<file path="config.mk">
export PLATFORM = sky130hd
export DESIGN_NAME = ahb2apb_bridge_param_flat
export DESIGN_NICKNAME = d
export VERILOG_FILES = /design/src/rtl/ahb2apb_bridge_param_if.sv /design/src/rtl/ahb2apb_bridge_param.sv /design/src/flat_wrapper.sv
export SDC_FILE = /design/constraint.sdc
export NUM_CORES = 1
export LEC_CHECK = 0
export BUFFER_PORTS_ARGS = -buffer_cell sky130_fd_sc_hd__buf_2
export CAP_MARGIN = 20
export CORE_MARGIN = 2
export CORE_UTILIZATION = 42
export DETAILED_ROUTE_END_ITERATION = 12
export PLACE_DENSITY_LB_ADDON = 0.2
export SYNTH_ARGS = -nofsm -noshare
export SYNTH_HDL_FRONTEND = slang
export SYNTH_SLANG_ARGS = --single-unit
</file>
<file path="constraint.sdc">
create_clock -name i_hclk -period 1.6 [get_ports i_hclk]
set_input_delay 0.32 -clock i_hclk [delete_from_list [all_inputs] [get_ports i_hclk]]
set_output_delay 0.32 -clock i_hclk [all_outputs]
set_load 0.01 [all_outputs]
</file>
<file path="src/rtl/ahb2apb_bridge_param_if.sv">
// Bus bundle between the AHB-Lite master, the bridge and the APB slaves.
// The slave modport is the bridge's view; the master modport is the environment's view.

interface ahb2apb_bridge_param_if #(
  parameter int unsigned AW      = 32,
  parameter int unsigned DW      = 32,
  parameter int unsigned NUM_SLV = 3
);

  // AHB side
  logic                   hwrite;
  logic                   hreadyin;
  logic [1:0]             htrans;
  logic [AW-1:0]          haddr;
  logic [DW-1:0]          hwdata;
  logic                   hreadyout;
  logic [1:0]             hresp;
  logic [DW-1:0]          hrdata;

  // APB side
  logic [NUM_SLV-1:0]     psel;
  logic                   penable;
  logic                   pwrite;
  logic [AW-1:0]          paddr;
  logic [DW-1:0]          pwdata;
  logic [NUM_SLV*DW-1:0]  prdata;
  logic [NUM_SLV-1:0]     pready;
  logic [NUM_SLV-1:0]     pslverr;

  modport slave (
    input  hwrite, hreadyin, htrans, haddr, hwdata,
    output hreadyout, hresp, hrdata,
    output psel, penable, pwrite, paddr, pwdata,
    input  prdata, pready, pslverr
  );

  modport master (
    output hwrite, hreadyin, htrans, haddr, hwdata,
    input  hreadyout, hresp, hrdata,
    input  psel, penable, pwrite, paddr, pwdata,
    output prdata, pready, pslverr
  );

endinterface

</file>
<file path="src/rtl/ahb2apb_bridge_param.sv">
// AHB-Lite slave to APB master bridge with region decode over NUM_SLV one-hot APB selects.
// Define AHB2APB_SLVERR_EN to map pslverr and decode misses onto a two-cycle AHB ERROR.

module ahb2apb_bridge_param #(
  parameter int unsigned AW          = 32,
  parameter int unsigned DW          = 32,
  parameter int unsigned NUM_SLV     = 3,
  parameter int unsigned REGION_LSB  = 24,
  parameter int unsigned BASE_REGION = 32'h80
) (
  input logic                   i_hclk,
  input logic                   i_hreset,
  ahb2apb_bridge_param_if.slave bus
);

  localparam int unsigned RW = AW - REGION_LSB;
  localparam int unsigned IW = (NUM_SLV > 1) ? $clog2(NUM_SLV) : 1;

  localparam logic [1:0] HrespOkay = 2'b00;
`ifdef AHB2APB_SLVERR_EN
  localparam logic [1:0] HrespErr  = 2'b01;
`endif

`ifdef AHB2APB_SLVERR_EN
  typedef enum logic [2:0] {
    StIdle, StLatch, StSetup, StAccess, StErr1, StErr2
  } state_e;
`else
  typedef enum logic [1:0] {
    StIdle, StLatch, StSetup, StAccess
  } state_e;
`endif

  state_e             r_state,     w_state_d;
  logic [AW-1:0]      r_addr,      w_addr_d;
  logic               r_write,     w_write_d;
  logic               r_hit,       w_hit_d;
  logic [IW-1:0]      r_idx,       w_idx_d;
  logic               r_hreadyout, w_hreadyout_d;
  logic [1:0]         r_hresp,     w_hresp_d;
  logic [DW-1:0]      r_hrdata,    w_hrdata_d;
  logic [NUM_SLV-1:0] r_psel,      w_psel_d;
  logic               r_penable,   w_penable_d;
  logic               r_pwrite,    w_pwrite_d;
  logic [AW-1:0]      r_paddr,     w_paddr_d;
  logic [DW-1:0]      r_pwdata,    w_pwdata_d;

  logic [RW-1:0]      w_region;
  logic               w_dec_hit;
  logic [IW-1:0]      w_dec_idx;
  logic               w_valid;
  logic               w_sel_pready;
  logic [DW-1:0]      w_sel_prdata;
`ifdef AHB2APB_SLVERR_EN
  logic               w_sel_pslverr;
`else
  logic               w_unused_pslverr;
  assign w_unused_pslverr = ^bus.pslverr;
`endif

  // NONSEQ and SEQ both have htrans[1] set; IDLE/BUSY never start a transfer.
  assign w_valid  = bus.hreadyin & r_hreadyout & bus.htrans[1];
  assign w_region = bus.haddr[AW-1:REGION_LSB];

  always_comb begin
    w_dec_hit = 1'b0;
    w_dec_idx = '0;
    for (int unsigned i = 0; i < NUM_SLV; i++) begin
      if (w_region == RW'(BASE_REGION + i)) begin
        w_dec_hit = 1'b1;
        w_dec_idx = IW'(i);
      end
    end
  end

  // Only the latched slave's response lines are looked at.
  always_comb begin
    w_sel_pready  = 1'b0;
    w_sel_prdata  = '0;
`ifdef AHB2APB_SLVERR_EN
    w_sel_pslverr = 1'b0;
`endif
    for (int unsigned i = 0; i < NUM_SLV; i++) begin
      if (r_idx == IW'(i)) begin
        w_sel_pready  = bus.pready[i];
        w_sel_prdata  = bus.prdata[i*DW +: DW];
`ifdef AHB2APB_SLVERR_EN
        w_sel_pslverr = bus.pslverr[i];
`endif
      end
    end
  end

  always_comb begin
    w_state_d     = r_state;
    w_addr_d      = r_addr;
    w_write_d     = r_write;
    w_hit_d       = r_hit;
    w_idx_d       = r_idx;
    w_hreadyout_d = r_hreadyout;
    w_hresp_d     = r_hresp;
    w_hrdata_d    = r_hrdata;
    w_psel_d      = r_psel;
    w_penable_d   = r_penable;
    w_pwrite_d    = r_pwrite;
    w_paddr_d     = r_paddr;
    w_pwdata_d    = r_pwdata;

    case (r_state)
      StIdle: begin
        w_hreadyout_d = 1'b1;
        w_hresp_d     = HrespOkay;
        if (w_valid) begin
          w_addr_d      = bus.haddr;
          w_write_d     = bus.hwrite;
          w_hit_d       = w_dec_hit;
          w_idx_d       = w_dec_idx;
          w_hreadyout_d = 1'b0;
          w_state_d     = StLatch;
        end
      end

      StLatch: begin
        w_pwdata_d = bus.hwdata;
        if (r_hit) begin
          w_psel_d    = NUM_SLV'(1) << r_idx;
          w_penable_d = 1'b0;
          w_paddr_d   = r_addr;
          w_pwrite_d  = r_write;
          w_state_d   = StSetup;
        end else begin
`ifdef AHB2APB_SLVERR_EN
          w_hresp_d     = HrespErr;
          w_state_d     = StErr1;
`else
          // Miss completes as OKAY without touching the APB; reads return zero.
          w_hreadyout_d = 1'b1;
          if (!r_write) begin
            w_hrdata_d = '0;
          end
          w_state_d     = StIdle;
`endif
        end
      end

      StSetup: begin
        w_penable_d = 1'b1;
        w_state_d   = StAccess;
      end

      StAccess: begin
        if (w_sel_pready) begin
          w_psel_d    = '0;
          w_penable_d = 1'b0;
`ifdef AHB2APB_SLVERR_EN
          if (w_sel_pslverr) begin
            w_hresp_d = HrespErr;
            w_state_d = StErr1;
          end else begin
            w_hreadyout_d = 1'b1;
            if (!r_write) begin
              w_hrdata_d = w_sel_prdata;
            end
            w_state_d = StIdle;
          end
`else
          w_hreadyout_d = 1'b1;
          if (!r_write) begin
            w_hrdata_d = w_sel_prdata;
          end
          w_state_d = StIdle;
`endif
        end
      end

`ifdef AHB2APB_SLVERR_EN
      // Two-cycle AHB ERROR: hreadyout low then high with hresp held at ERROR.
      StErr1: begin
        w_hresp_d     = HrespErr;
        w_hreadyout_d = 1'b1;
        w_state_d     = StErr2;
      end

      StErr2: begin
        w_hresp_d     = HrespOkay;
        w_hreadyout_d = 1'b1;
        w_state_d     = StIdle;
      end
`endif

      default: begin
        w_state_d = StIdle;
      end
    endcase
  end

  always_ff @(posedge i_hclk) begin
    if (i_hreset) begin
      r_state     <= StIdle;
      r_addr      <= '0;
      r_write     <= 1'b0;
      r_hit       <= 1'b0;
      r_idx       <= '0;
      r_hreadyout <= 1'b1;
      r_hresp     <= HrespOkay;
      r_hrdata    <= '0;
      r_psel      <= '0;
      r_penable   <= 1'b0;
      r_pwrite    <= 1'b0;
      r_paddr     <= '0;
      r_pwdata    <= '0;
    end else begin
      r_state     <= w_state_d;
      r_addr      <= w_addr_d;
      r_write     <= w_write_d;
      r_hit       <= w_hit_d;
      r_idx       <= w_idx_d;
      r_hreadyout <= w_hreadyout_d;
      r_hresp     <= w_hresp_d;
      r_hrdata    <= w_hrdata_d;
      r_psel      <= w_psel_d;
      r_penable   <= w_penable_d;
      r_pwrite    <= w_pwrite_d;
      r_paddr     <= w_paddr_d;
      r_pwdata    <= w_pwdata_d;
    end
  end

  assign bus.hreadyout = r_hreadyout;
  assign bus.hresp     = r_hresp;
  assign bus.hrdata    = r_hrdata;
  assign bus.psel      = r_psel;
  assign bus.penable   = r_penable;
  assign bus.pwrite    = r_pwrite;
  assign bus.paddr     = r_paddr;
  assign bus.pwdata    = r_pwdata;

  a_psel_onehot0: assert property (@(posedge i_hclk) disable iff (i_hreset) $onehot0(r_psel));
  a_penable_sel:  assert property (@(posedge i_hclk) disable iff (i_hreset) r_penable |-> |r_psel);

endmodule
</file>
<file path="src/flat_wrapper.sv">
// flat-port wrapper written by rule: the top's interface ports become plain ports
module ahb2apb_bridge_param_flat 
#(
  parameter int unsigned AW          = 32,
  parameter int unsigned DW          = 32,
  parameter int unsigned NUM_SLV     = 3,
  parameter int unsigned REGION_LSB  = 24,
  parameter int unsigned BASE_REGION = 32'h80
)
  (i_hclk, i_hreset, bus_hwrite, bus_hreadyin, bus_htrans, bus_haddr, bus_hwdata, bus_hreadyout, bus_hresp, bus_hrdata, bus_psel, bus_penable, bus_pwrite, bus_paddr, bus_pwdata, bus_prdata, bus_pready, bus_pslverr);
  ahb2apb_bridge_param_if #(.AW(AW), .DW(DW), .NUM_SLV(NUM_SLV)) bus_i ();
  input logic i_hclk;
  input logic i_hreset;
  input wire logic [$bits(bus_i.hwrite)-1:0] bus_hwrite;
  input wire logic [$bits(bus_i.hreadyin)-1:0] bus_hreadyin;
  input wire logic [$bits(bus_i.htrans)-1:0] bus_htrans;
  input wire logic [$bits(bus_i.haddr)-1:0] bus_haddr;
  input wire logic [$bits(bus_i.hwdata)-1:0] bus_hwdata;
  output wire logic [$bits(bus_i.hreadyout)-1:0] bus_hreadyout;
  output wire logic [$bits(bus_i.hresp)-1:0] bus_hresp;
  output wire logic [$bits(bus_i.hrdata)-1:0] bus_hrdata;
  output wire logic [$bits(bus_i.psel)-1:0] bus_psel;
  output wire logic [$bits(bus_i.penable)-1:0] bus_penable;
  output wire logic [$bits(bus_i.pwrite)-1:0] bus_pwrite;
  output wire logic [$bits(bus_i.paddr)-1:0] bus_paddr;
  output wire logic [$bits(bus_i.pwdata)-1:0] bus_pwdata;
  input wire logic [$bits(bus_i.prdata)-1:0] bus_prdata;
  input wire logic [$bits(bus_i.pready)-1:0] bus_pready;
  input wire logic [$bits(bus_i.pslverr)-1:0] bus_pslverr;
  assign bus_i.hwrite = bus_hwrite;
  assign bus_i.hreadyin = bus_hreadyin;
  assign bus_i.htrans = bus_htrans;
  assign bus_i.haddr = bus_haddr;
  assign bus_i.hwdata = bus_hwdata;
  assign bus_hreadyout = bus_i.hreadyout;
  assign bus_hresp = bus_i.hresp;
  assign bus_hrdata = bus_i.hrdata;
  assign bus_psel = bus_i.psel;
  assign bus_penable = bus_i.penable;
  assign bus_pwrite = bus_i.pwrite;
  assign bus_paddr = bus_i.paddr;
  assign bus_pwdata = bus_i.pwdata;
  assign bus_i.prdata = bus_prdata;
  assign bus_i.pready = bus_pready;
  assign bus_i.pslverr = bus_pslverr;
  ahb2apb_bridge_param #(.AW(AW), .DW(DW), .NUM_SLV(NUM_SLV), .REGION_LSB(REGION_LSB), .BASE_REGION(BASE_REGION)) u_core (.i_hclk(i_hclk), .i_hreset(i_hreset), .bus(bus_i));
endmodule
</file>
# Word level (Yosys, flattened, before mapping)
# Cells that the tools add are included.
[totals]
reg_bits = 140
latch_bits = 0
ram_bits = 0
rom_bits = 0
in_bits = 172
wordCells = 71
memories = 0
[op_classes]
addsub = 0
n_mul = 0
n_div = 0
order_cmp = 0
eq_ne = 14
shift = 1
n_mux = 30
n_bitwise = 2
n_reduce_logical = 12
[op_table]
columns = ["cell", "count"]
rows = [
  ["2-to-1 mux 32 bit", 7],
  ["case mux 32 bit (2 select lines)", 1],
  ["equality test 8 bit (second input constant)", 3],
  ["2-to-1 mux 1 bit", 12],
  ["AND reduction 3 bit", 3],
  ["2-to-1 mux 2 bit", 4],
  ["case mux 2 bit (4 select lines)", 1],
  ["equality test 2 bit (second input constant)", 3],
  ["2-to-1 mux 3 bit", 2],
  ["!= test 2 x 1 -> 1 bit (second input constant)", 3],
  ["!= test 2 bit (second input constant)", 3],
  ["case mux 1 bit (3 select lines)", 2],
  ["case mux 3 bit (2 select lines)", 1],
  ["AND reduction 2 bit", 3],
  ["nonzero test 3 bit", 2],
  ["AND reduction 5 bit", 1],
  ["equality test 2 x 1 -> 1 bit (second input constant)", 2],
  ["logical NOT 2 bit", 2],
  ["left shift 1 x 2 -> 3 bit (first input constant)", 1],
  ["bitwise AND 1 bit", 2],
  ["nonzero test 2 bit", 1],
]

# Depth between registers and ports, before layout
# Gate-level depths: netlist of run 1.
[logic_depth]
depth_word = 7
mapped_depth = 8

# Least setup slack after synthesis of run 1
# OpenSTA, ideal clock, no wires.
[synth_path]
kind = "flip-flop to flip-flop"
from = "reg u_core.r_hreadyout, in the netlist u_core.bus.hreadyout"
to = "reg u_core.r_hreadyout, in the netlist u_core.bus.hreadyout"
arrival_time_ps = 1414
required_ps = 1468
setup_slack_ps = 53
stages_incl_launch_ff = 7
path_cell_list = "dfxtp_1 > nand3_1 > or3_1 > clkbuf_1 > clkbuf_1 > a21oi_1 > o41ai_1"
[synth_via]
elab_chain_cells = 4
[synth_lines]
columns = ["element", "line_no", "rtl"]
rows = [
  ["start: declaration", "ahb2apb_bridge_param.sv:39", "logic r_hreadyout, w_hreadyout_d;"],
  ["start signal: assignment", "ahb2apb_bridge_param.sv:218", "r_hreadyout <= w_hreadyout_d;"],
  ["bitwise AND 1 bit (2 in a row)", "ahb2apb_bridge_param.sv:62", "assign w_valid = bus.hreadyin & r_hreadyout & bus.htrans[1];"],
  ["2-to-1 mux 1 bit", "ahb2apb_bridge_param.sv:113", "if (w_valid) begin"],
  ["case mux 1 bit (3 select lines)", "ahb2apb_bridge_param.sv:109", "case (r_state)"],
]
# No other way between the ends.
# A chain may end at the register's enable or synchronous reset.

# Worst setup path after layout of run 1
[layout_path]
from = "reg u_core.r_idx[0]"
to = "reg u_core.r_hrdata[11], in the netlist u_core.bus.hrdata[11]"
[layout_via]
elab_chain_cells = 7
elab_cells_between_ends = 14
classes_between = "eq/ne: 3; mux: 9; reduce/logical: 2"
[layout_lines]
columns = ["element", "line_no", "rtl"]
rows = [
  ["start: declaration", "ahb2apb_bridge_param.sv:38", "logic [IW-1:0] r_idx, w_idx_d;"],
  ["start signal: assignment", "ahb2apb_bridge_param.sv:217", "r_idx <= w_idx_d;"],
  ["logical NOT 2 bit", "ahb2apb_bridge_param.sv:84", "if (r_idx == IW'(i)) begin"],
  ["2-to-1 mux 32 bit (3 in a row)", "ahb2apb_bridge_param.sv:84", ""],
  ["2-to-1 mux 32 bit", "ahb2apb_bridge_param.sv:168", "if (!r_write) begin"],
  ["2-to-1 mux 32 bit", "ahb2apb_bridge_param.sv:152", "if (w_sel_pready) begin"],
  ["case mux 32 bit (2 select lines)", "ahb2apb_bridge_param.sv:109", ""],
  ["end signal: assignment", "ahb2apb_bridge_param.sv:220", "r_hrdata <= w_hrdata_d;"],
  ["end: declaration", "ahb2apb_bridge_param.sv:41", "logic [DW-1:0] r_hrdata, w_hrdata_d;"],
]
# Parallel ways exist; a longest one is shown, timed or not. The select of a mux whose other input is x is not followed.

==> impl_metrics.tcl, run 1 <==
set metrics [dict create \
    clock_path_buffers 2 \
    final_area_um2 8220 \
    ant_nets 0 \
    p_leak_uw 0.00358 \
    grt_setup_unrepaired "true" \
    yosys_register_bits 140 \
    hold_violations 0 \
    first_global_vias 4974 \
    htree_levels 4 \
    place_hpwl_um 11500 \
    synth_ff_type "dfxtp_1" \
    die_w_um 124 \
    maxCapViolations 0 \
    ioPinCount 276 \
    wl_per_cell_um 13.8 \
    syn_inst 739 \
    slew_viol_final 0 \
    fin_util_pct 59.0 \
    cts.sinks 140 \
    grt_pass1_wl_um 24600 \
    setup_viol 0 \
    diodes 0 \
    synthesis.area_um2 6020 \
    fin_nets 1163 \
    viasPerCell 4.83 \
    cts_buffers 17 \
    port_buffers 269 \
    clkTransAtPathRegs_ns 0.06 \
    synth_area_leaders "dfxtp_1 47%, nand2_1 13%, a21oi_1 11%" \
    drt_wl_total_um 16300 \
    synthToLayoutAreaGrowth_pct 36.5 \
    drive_above_1_share_pct 36.4 \
    period_needed_ns 1.57 \
    grt-ovfl-total 0 \
    root_buffer "clkbuf_16" \
    gp_congestion 0.771 \
    row_count 43 \
    drc_errors 0 \
    crit_path_max_fanout 16 \
    startpoint_type "register" \
    fmax_ghz 0.637 \
    cts_tree "built" \
    core-area_um2 13900 \
    endpoint_kind "register" \
    min_path_type "input port to register" \
    status "finished clean" \
    cts_hold_buf 0 \
    ys_seq_area_share_pct 46.6 \
    die_area_um2 15300 \
    cp.arrival_ns 1.86 \
    antenna_found_initial 0 \
    synthDistinctLibCells 30 \
    yosys_warnings 0 \
    clk_latency_ns 0.41 \
    drtIter0Drc 318 \
    yosys.cell_count.top_type "nand2_1" \
    clock-skew-final_ns 0.00703 \
    cp.required_ns 1.89 \
    placed_area_um2 7590 \
    syn_area_per_cell_um2 8.14 \
    grt.total_usage_pct 20.4 \
    vias 5719 \
    path_class "register to register" \
    pwr_density_cell_nw_per_um2 978 \
    async_flop_share_pct 0 \
    first_pass_iters 4 \
    grt_max_degree 75 \
    synth_edf_count 0 \
    netlist_top_cells_count "203 x nand2_1, 140 x dfxtp_1, 137 x a21oi_1" \
    min_period_over_period_pct 98.1 \
    die_h_um 124 \
    start_util_pct 43.2 \
    hold_slack_ns 0.137 \
    ir_drop_v 0.000626 \
    synth_top_cell_by_area "dfxtp_1" \
    synth_top_area_share_pct 46.6 \
]
## critical path, cell delays in order, from the launching register on
cell and delay (ns):
dfxtp_4 0.39, mux2i_2 0.26, nor3b_4 0.25, a2111oi_4 0.05, buf_4 0.17, clkbuf_16 0.19
mux2i_1 0.14
## stage by stage
stage / setup slack [ns] / TNS (ns) / instances / power [uW]
after floorplan: 0.0534 / 0 / 740 / 3950
after global placement: -0.0245 / -0.0426 / 1150 / 4240
after detailed placement: -0.0162 / -0.0299 / 1150 / 4250
after CTS: 0.0145 / 0 / 1181 / 8140
after global routing: -0.0458 / -0.648 / 1183 / 8370
final: 0.0307 / 0 / 1183 / 8030
## layout make-up
| cell class | instances | area [um2] |
|---|---|---|
| clock buffers | 18 | 439 |
| clock inverters | 13 | 143 |
| fillers | 1329 | 5720 |
| inverters | 2 | 7.51 |
| multi-input cells | 537 | 2960 |
| flip-flops and latches | 140 | 2810 |
| well taps | 180 | 225 |
| repair buffers | 293 | 1630 |
## flip-flops by register name, summed over array words and instances (netlist names), named ones only
signal and cells:
u_core.bus.hrdata 32, u_core.bus.paddr 32, u_core.bus.pwdata 32, u_core.r_addr 32
u_core.bus.psel 3, u_core.r_idx 2, u_core.bus.hreadyout 1, u_core.bus.penable 1
u_core.bus.pwrite 1, u_core.r_hit 1, u_core.r_state 1, u_core.r_write 1
## cells in the final DEF (no fill, tap or decap), types with 6 or more instances in the layout
cell,count
nand2b_1,67
mux2i_1,32
o21ai_0,35
mux2_2,32
a21oi_1,137
buf_2,268
buf_4,17
nand2_1,203
clkbuf_16,18
dfxtp_1,137
buf_12,6
nor2_1,6
## worst paths after layout
path	startpoint	end	slack, ns	cells past startpoint
worst max-delay path	u_core.r_idx[0]	u_core.bus.hrdata[11]	0.03	6
worst min-delay path	bus_hwdata[14]	u_core.bus.pwdata[14]	0.14	3
worst max register to register	u_core.r_idx[0]	u_core.bus.hrdata[11]	0.03	6
worst min register to register	u_core.r_addr[22]	u_core.bus.paddr[22]	0.45	2
## timing repair
action	in CTS	in global routing
gates resized for setup	0	7
setup buffers	0	1
endpoints found under the setup margin	0	32
## power by group
group          total [uW]  switching (uW)  internal, uW
combinational         594             283           311
sequential           3580            30.5          3550
clock                3850            1520          2340
total                8030            1830          6200
## routing by layer
metal / track usage, % / up-vias / routed length [um] / share of wire, %
li1: - / 2955 / - / -
met1: 25.3 / 2575 / 7040 / 43
met2: 33.7 / 173 / 7810 / 48
met3: 5.95 / 16 / 1260 / 7.7
met4: 7.60 / 0 / 235 / 1.4
met5: 0 / - / 0 / 0
## logic make-up after synthesis
kind of cell | synth area share, %
mux | 11.5
flops | 46.6
compound gates | 15.2
other cells | 0.0623
buf+inv | 4.64
simple gates | 22.0
Note: power is estimated with default switching activity, not from simulation.
==> run 2, diff against run 1 <==
BUFFER_PORTS_ARGS = default   (was -buffer_cell sky130_fd_sc_hd__buf_2)
CORE_UTILIZATION = 57   (was 42)
DONT_BUFFER_PORTS = 1   (was default)
==> run 2 against run 1 <==
Compared with the run above: the run now ends with hold timing left; core utilization is 8.9 points higher; fmax is 1.1% lower; register-to-register slack worse by 0.02 ns; global-route usage is 4.7 points higher; die area is 26% lower; hold slack worse by 0.22 ns; combinational power is 50% lower; first-iteration DRC count is 6.6% higher; routed wire length is 7.6% lower; clock power is 4% higher; critical path depth stayed put; critical path type unchanged; highest routed layer unchanged.
==> impl_metrics.tcl, run 2 (synthesis results as in run 1) <==
set metrics [dict create \
    fin_nets 911 \
    drtIter0Drc 339 \
    setup_viol 0 \
    grt_max_degree 143 \
    ir_drop_v 0.000780 \
    first_pass_iters 6 \
    core-area_um2 10300 \
    clkTransAtPathRegs_ns 0.06 \
    diodes 0 \
    root_buffer "clkbuf_8" \
    worst_slack_ns 0.0127 \
    grt_pass1_wl_um 22700 \
    vias 4969 \
    power_frac_seq_pct 45.5 \
    crit_path_max_fanout 8 \
    p_comb_share_pct 3.8 \
    path_class "register to register" \
    cts.sinks 140 \
    start_util_pct 58.5 \
    maxCapViolations 0 \
    htree_levels 4 \
    pwr_density_cell_nw_per_um2 1140 \
    die_w_um 107 \
    endpoint_kind "register" \
    p_total_uw 7910 \
    grt.total_usage_pct 25.1 \
    dp_cells 837 \
    multi_input_area_um2 2970 \
    startpoint_type "register" \
    wl_per_cell_um 17.0 \
    cp.required_ns 1.98 \
    internal-power_uw 6150 \
    min_period_over_period_pct 99.2 \
    clock_path_buffers 2 \
    hold_violations 95 \
    switching_share_pct 22.3 \
    synthToLayoutAreaGrowth_pct 15.9 \
    ioPinCount 276 \
    fillers 866 \
    viasPerCell 5.60 \
    layout_common_cells "203 x nand2_1, 138 x dfxtp_1, 137 x a21oi_1, 67 x nand2b_1, 35 x o21ai_0" \
    violations "hold timing" \
    die_area_um2 11400 \
    switching_power_uw 1760 \
    port_buffers 0 \
    cts_tree "built" \
    gp_congestion 0.884 \
    place_hpwl_um 10300 \
    pre_cts_ws_ns -0.00363 \
    drive_above_1_share_pct 13.2 \
    ant_nets 0 \
    clock-skew-final_ns 0.00651 \
    regArea_um2 2810 \
    cp.arrival_ns 1.97 \
    fmax_ghz 0.630 \
    fin_util_pct 67.8 \
    final_common_cell "nand2_1" \
    period_needed_ns 1.59 \
    first_global_vias 4682 \
    grt-ovfl-total 0 \
    hold_slack_ns -0.0872 \
    die_h_um 107 \
    cts_buffers 17 \
    slew_viol_final 0 \
    clk_latency_ns 0.51 \
    row_count 37 \
    grt_setup_unrepaired "true" \
    drc_errors 0 \
    clkPwrFrac_pct 50.7 \
    rrSetupSlack_ns 0.01 \
    status "finished with violations" \
    drt_wl_total_um 15100 \
    antenna_found_initial 0 \
    instances_no_fill 887 \
    min_path_type "input port to register" \
    p_leak_uw 0.00239 \
]
run 2: layer usage:
layer  wire [um]  GRT usage (%)
met1        5950           28.2
met2        7550           42.7
met3        1320           9.60
met4         287           10.3
met5           0              0
run 2: what timing repair did:
| action | CTS | global route |
|---|---|---|
| hold buffers | 14 | 1 |
| buffers inserted | 0 | 2 |
| gates resized for setup | 0 | 8 |
| endpoints found under the setup margin | 0 | 32 |
| endpoints found under the hold margin | 120 | 107 |
run 2: area by class of cell:
class	instances	share of cell area [%]
repair buffers	41	5.90
clock buffers	18	6.14
inverters	2	0.108
clock inverters	13	2.55
multi-input cells	537	42.6
flip-flops and latches	140	40.3
well taps	136	2.44
run 2: stage by stage:
| stage | area, um2 | TNS, ns |
|---|---|---|
| after CTS | 6890 | 0 |
| after floorplan | 6020 | 0 |
| after detailed placement | 6150 | -0.00363 |
| after global routing | 6970 | -1.14 |
| final | 6970 | 0 |
| after global placement | 6150 | 0 |
run 2: worst paths after layout:
check / start / endpoint / depth (start not counted)
min: i_hreset / u_core.bus.paddr[5] / 1
min reg2reg: u_core.r_addr[5] / u_core.bus.paddr[5] / 2
max: u_core.r_idx[0] / u_core.bus.hrdata[9] / 6
max reg2reg: u_core.r_idx[0] / u_core.bus.hrdata[9] / 6
run 2: power groups by stage:
stage / logic [uW] / clock network, uW / registers (uW)
after floorplan: 276 / 0 / 3670
after global placement: 272 / 0 / 3680
after detailed placement: 283 / 0 / 3680
after CTS: 284 / 4090 / 3610
after global routing: 332 / 4240 / 3610
final: 298 / 4010 / 3600
run 2: worst max-delay path, stage by stage, from the launching register on:
cell and delay [ns]:
dfxtp_4 0.38, mux2i_2 0.27, nor3b_4 0.26, a2111oi_4 0.05, buf_4 0.17, clkbuf_16 0.17
mux2i_2 0.15
==> run 3, diff against run 2 <==
MAX_ROUTING_LAYER = met4   (was default)
==> run 3 against run 2 <==
Compared with the run above: critical endpoint unchanged; count of clock-buffer cells in the layout is the same; first-iteration DRC count up 4.7%; largest cell class unchanged; the run still ends with hold timing left; non-clock buffer count unchanged; routed wire length decreased by 0.14%; critical path type unchanged; core utilization unchanged; total power is essentially flat.
==> impl_metrics.tcl, run 3 (synthesis results as in run 1) <==
set metrics [dict create \
    cp.arrival_ns 1.96 \
    multi_input_area_um2 2970 \
    slew_viol_final 0 \
    wl_per_cell_um 17.0 \
    top_layer "met4" \
    ir_drop_v 0.000784 \
    cp.required_ns 1.98 \
    ant_nets 0 \
    viasPerCell 5.60 \
    cts_buffers 17 \
    layout_common_cells "203 x nand2_1, 138 x dfxtp_1, 137 x a21oi_1, 67 x nand2b_1, 35 x o21ai_0" \
    fin_nets 911 \
    die_h_um 107 \
    p_total_uw 7920 \
    die_area_um2 11400 \
    min_period_over_period_pct 99.0 \
    violations "hold timing" \
    die_w_um 107 \
    crit_path_max_fanout 8 \
    htree_levels 4 \
    regArea_um2 2810 \
    diodes 0 \
    m1WireLength_um 5980 \
    root_buffer "clkbuf_8" \
    place_hpwl_um 10300 \
    pwr_density_cell_nw_per_um2 1140 \
    clock_path_buffers 2 \
    internal-power_uw 6150 \
    drtIter0Drc 355 \
    status "finished with violations" \
    port_buffers 0 \
    period_needed_ns 1.58 \
    endpoint_kind "register" \
    first_global_vias 4677 \
    drc_errors 0 \
    vias 4967 \
    switching_power_uw 1770 \
    wl_met3_um 1250 \
    grt_pass1_wl_um 22800 \
    p_comb_share_pct 3.8 \
    clkTransAtPathRegs_ns 0.06 \
    min_path_type "input port to register" \
    row_count 37 \
    cts_tree "built" \
    startpoint_type "register" \
    hold_slack_ns -0.0535 \
    path_class "register to register" \
    setup_tns_ns 0 \
    final_area_um2 6970 \
    grt_max_degree 143 \
    final_common_cell "nand2_1" \
    clk_latency_ns 0.50 \
    p_leak_uw 0.00239 \
    dp_cells 837 \
    clock-skew-final_ns 0.00776 \
    setup_viol 0 \
    gp_congestion 0.898 \
    drive_above_1_share_pct 13.2 \
    maxCapViolations 0 \
    first_pass_iters 7 \
    drt_wl_total_um 15100 \
    grt.total_usage_pct 25.9 \
    met2WireLength_um 7520 \
    instances_no_fill 887 \
    antenna_found_initial 0 \
    synthToLayoutAreaGrowth_pct 15.9 \
    cts.sinks 140 \
    power_frac_seq_pct 45.5 \
    start_util_pct 58.5 \
    hold_violations 71 \
    fmax_ghz 0.631 \
    placed_area_um2 6150 \
    grt_setup_unrepaired "true" \
    clkPwrFrac_pct 50.8 \
    fillers 866 \
    core-area_um2 10300 \
    ioPinCount 276 \
    grt-ovfl-total 0 \
    switching_share_pct 22.3 \
]
[run 3: cell counts in the layout (fill, tap and decap cells not counted)]
No cell type changed its count.
[run 3: final timing paths]
| kind | startpoint | end | slack, ns | depth (start not counted) |
|---|---|---|---|---|
| hold reg to reg | u_core.r_addr[17] | u_core.bus.paddr[17] | 0.45 | 2 |
| hold / removal | bus_haddr[3] | u_core.r_addr[3] | -0.05 | 2 |
| setup / recovery | u_core.r_idx[0] | u_core.bus.hrdata[9] | 0.02 | 6 |
| setup reg to reg | u_core.r_idx[0] | u_core.bus.hrdata[9] | 0.02 | 6 |
[run 3: timing repair]
item | 4_1_cts | 5_1_grt
gates resized for setup | 0 | 8
setup buffers | 0 | 2
hold endpoints to repair | 120 | 107
setup endpoints to repair | 0 | 32
hold buffers | 14 | 1
[run 3: routing by layer]
layer | GRT usage, % | vias up
li1 | - | 2460
met1 | 28.8 | 2279
met2 | 42.9 | 199
met3 | 8.75 | 29
met4 | 10.0 | 0
met5 | - | -
[run 3: cell type report]
type	count	share of cell area [%]
Multi-Input combinational cell	537	42.6
Timing Repair Buffer	41	5.90
Clock buffer	18	6.14
Clock inverter	13	2.55
Inverter	2	0.108
Tap cell	136	2.44
Sequential cell	140	40.3
[run 3: power groups by stage]
stage / Clock [uW] / Sequential (uW) / Combinational [uW]
final: 4020 / 3600 / 298
after detailed placement: 0 / 3680 / 283
after global placement: 0 / 3680 / 272
after global routing: 4240 / 3610 / 332
after floorplan: 0 / 3670 / 276
after CTS: 4090 / 3610 / 284
[run 3: critical path, cell delays in order (launching register included)]
cell       delay (ns)
dfxtp_4          0.38
mux2i_2          0.27
nor3b_4          0.26
a2111oi_4        0.05
buf_4            0.17
clkbuf_16        0.17
mux2i_2          0.15
[run 3: per-stage QoR]
stage / utilization, % / hold WS (ns) / setup slack (ns)
6_report: 67.8 / -0.0535 / 0.0164
5_1_grt: 67.8 / -0.125 / -0.0588
4_1_cts: 67.1 / -0.125 / 0.00832
3_5_place_dp: 59.8 / 0.411 / -0.00363
3_3_place_gp: 59.8 / 0.410 / 0.117
2_1_floorplan: - / 0.432 / 0.0534
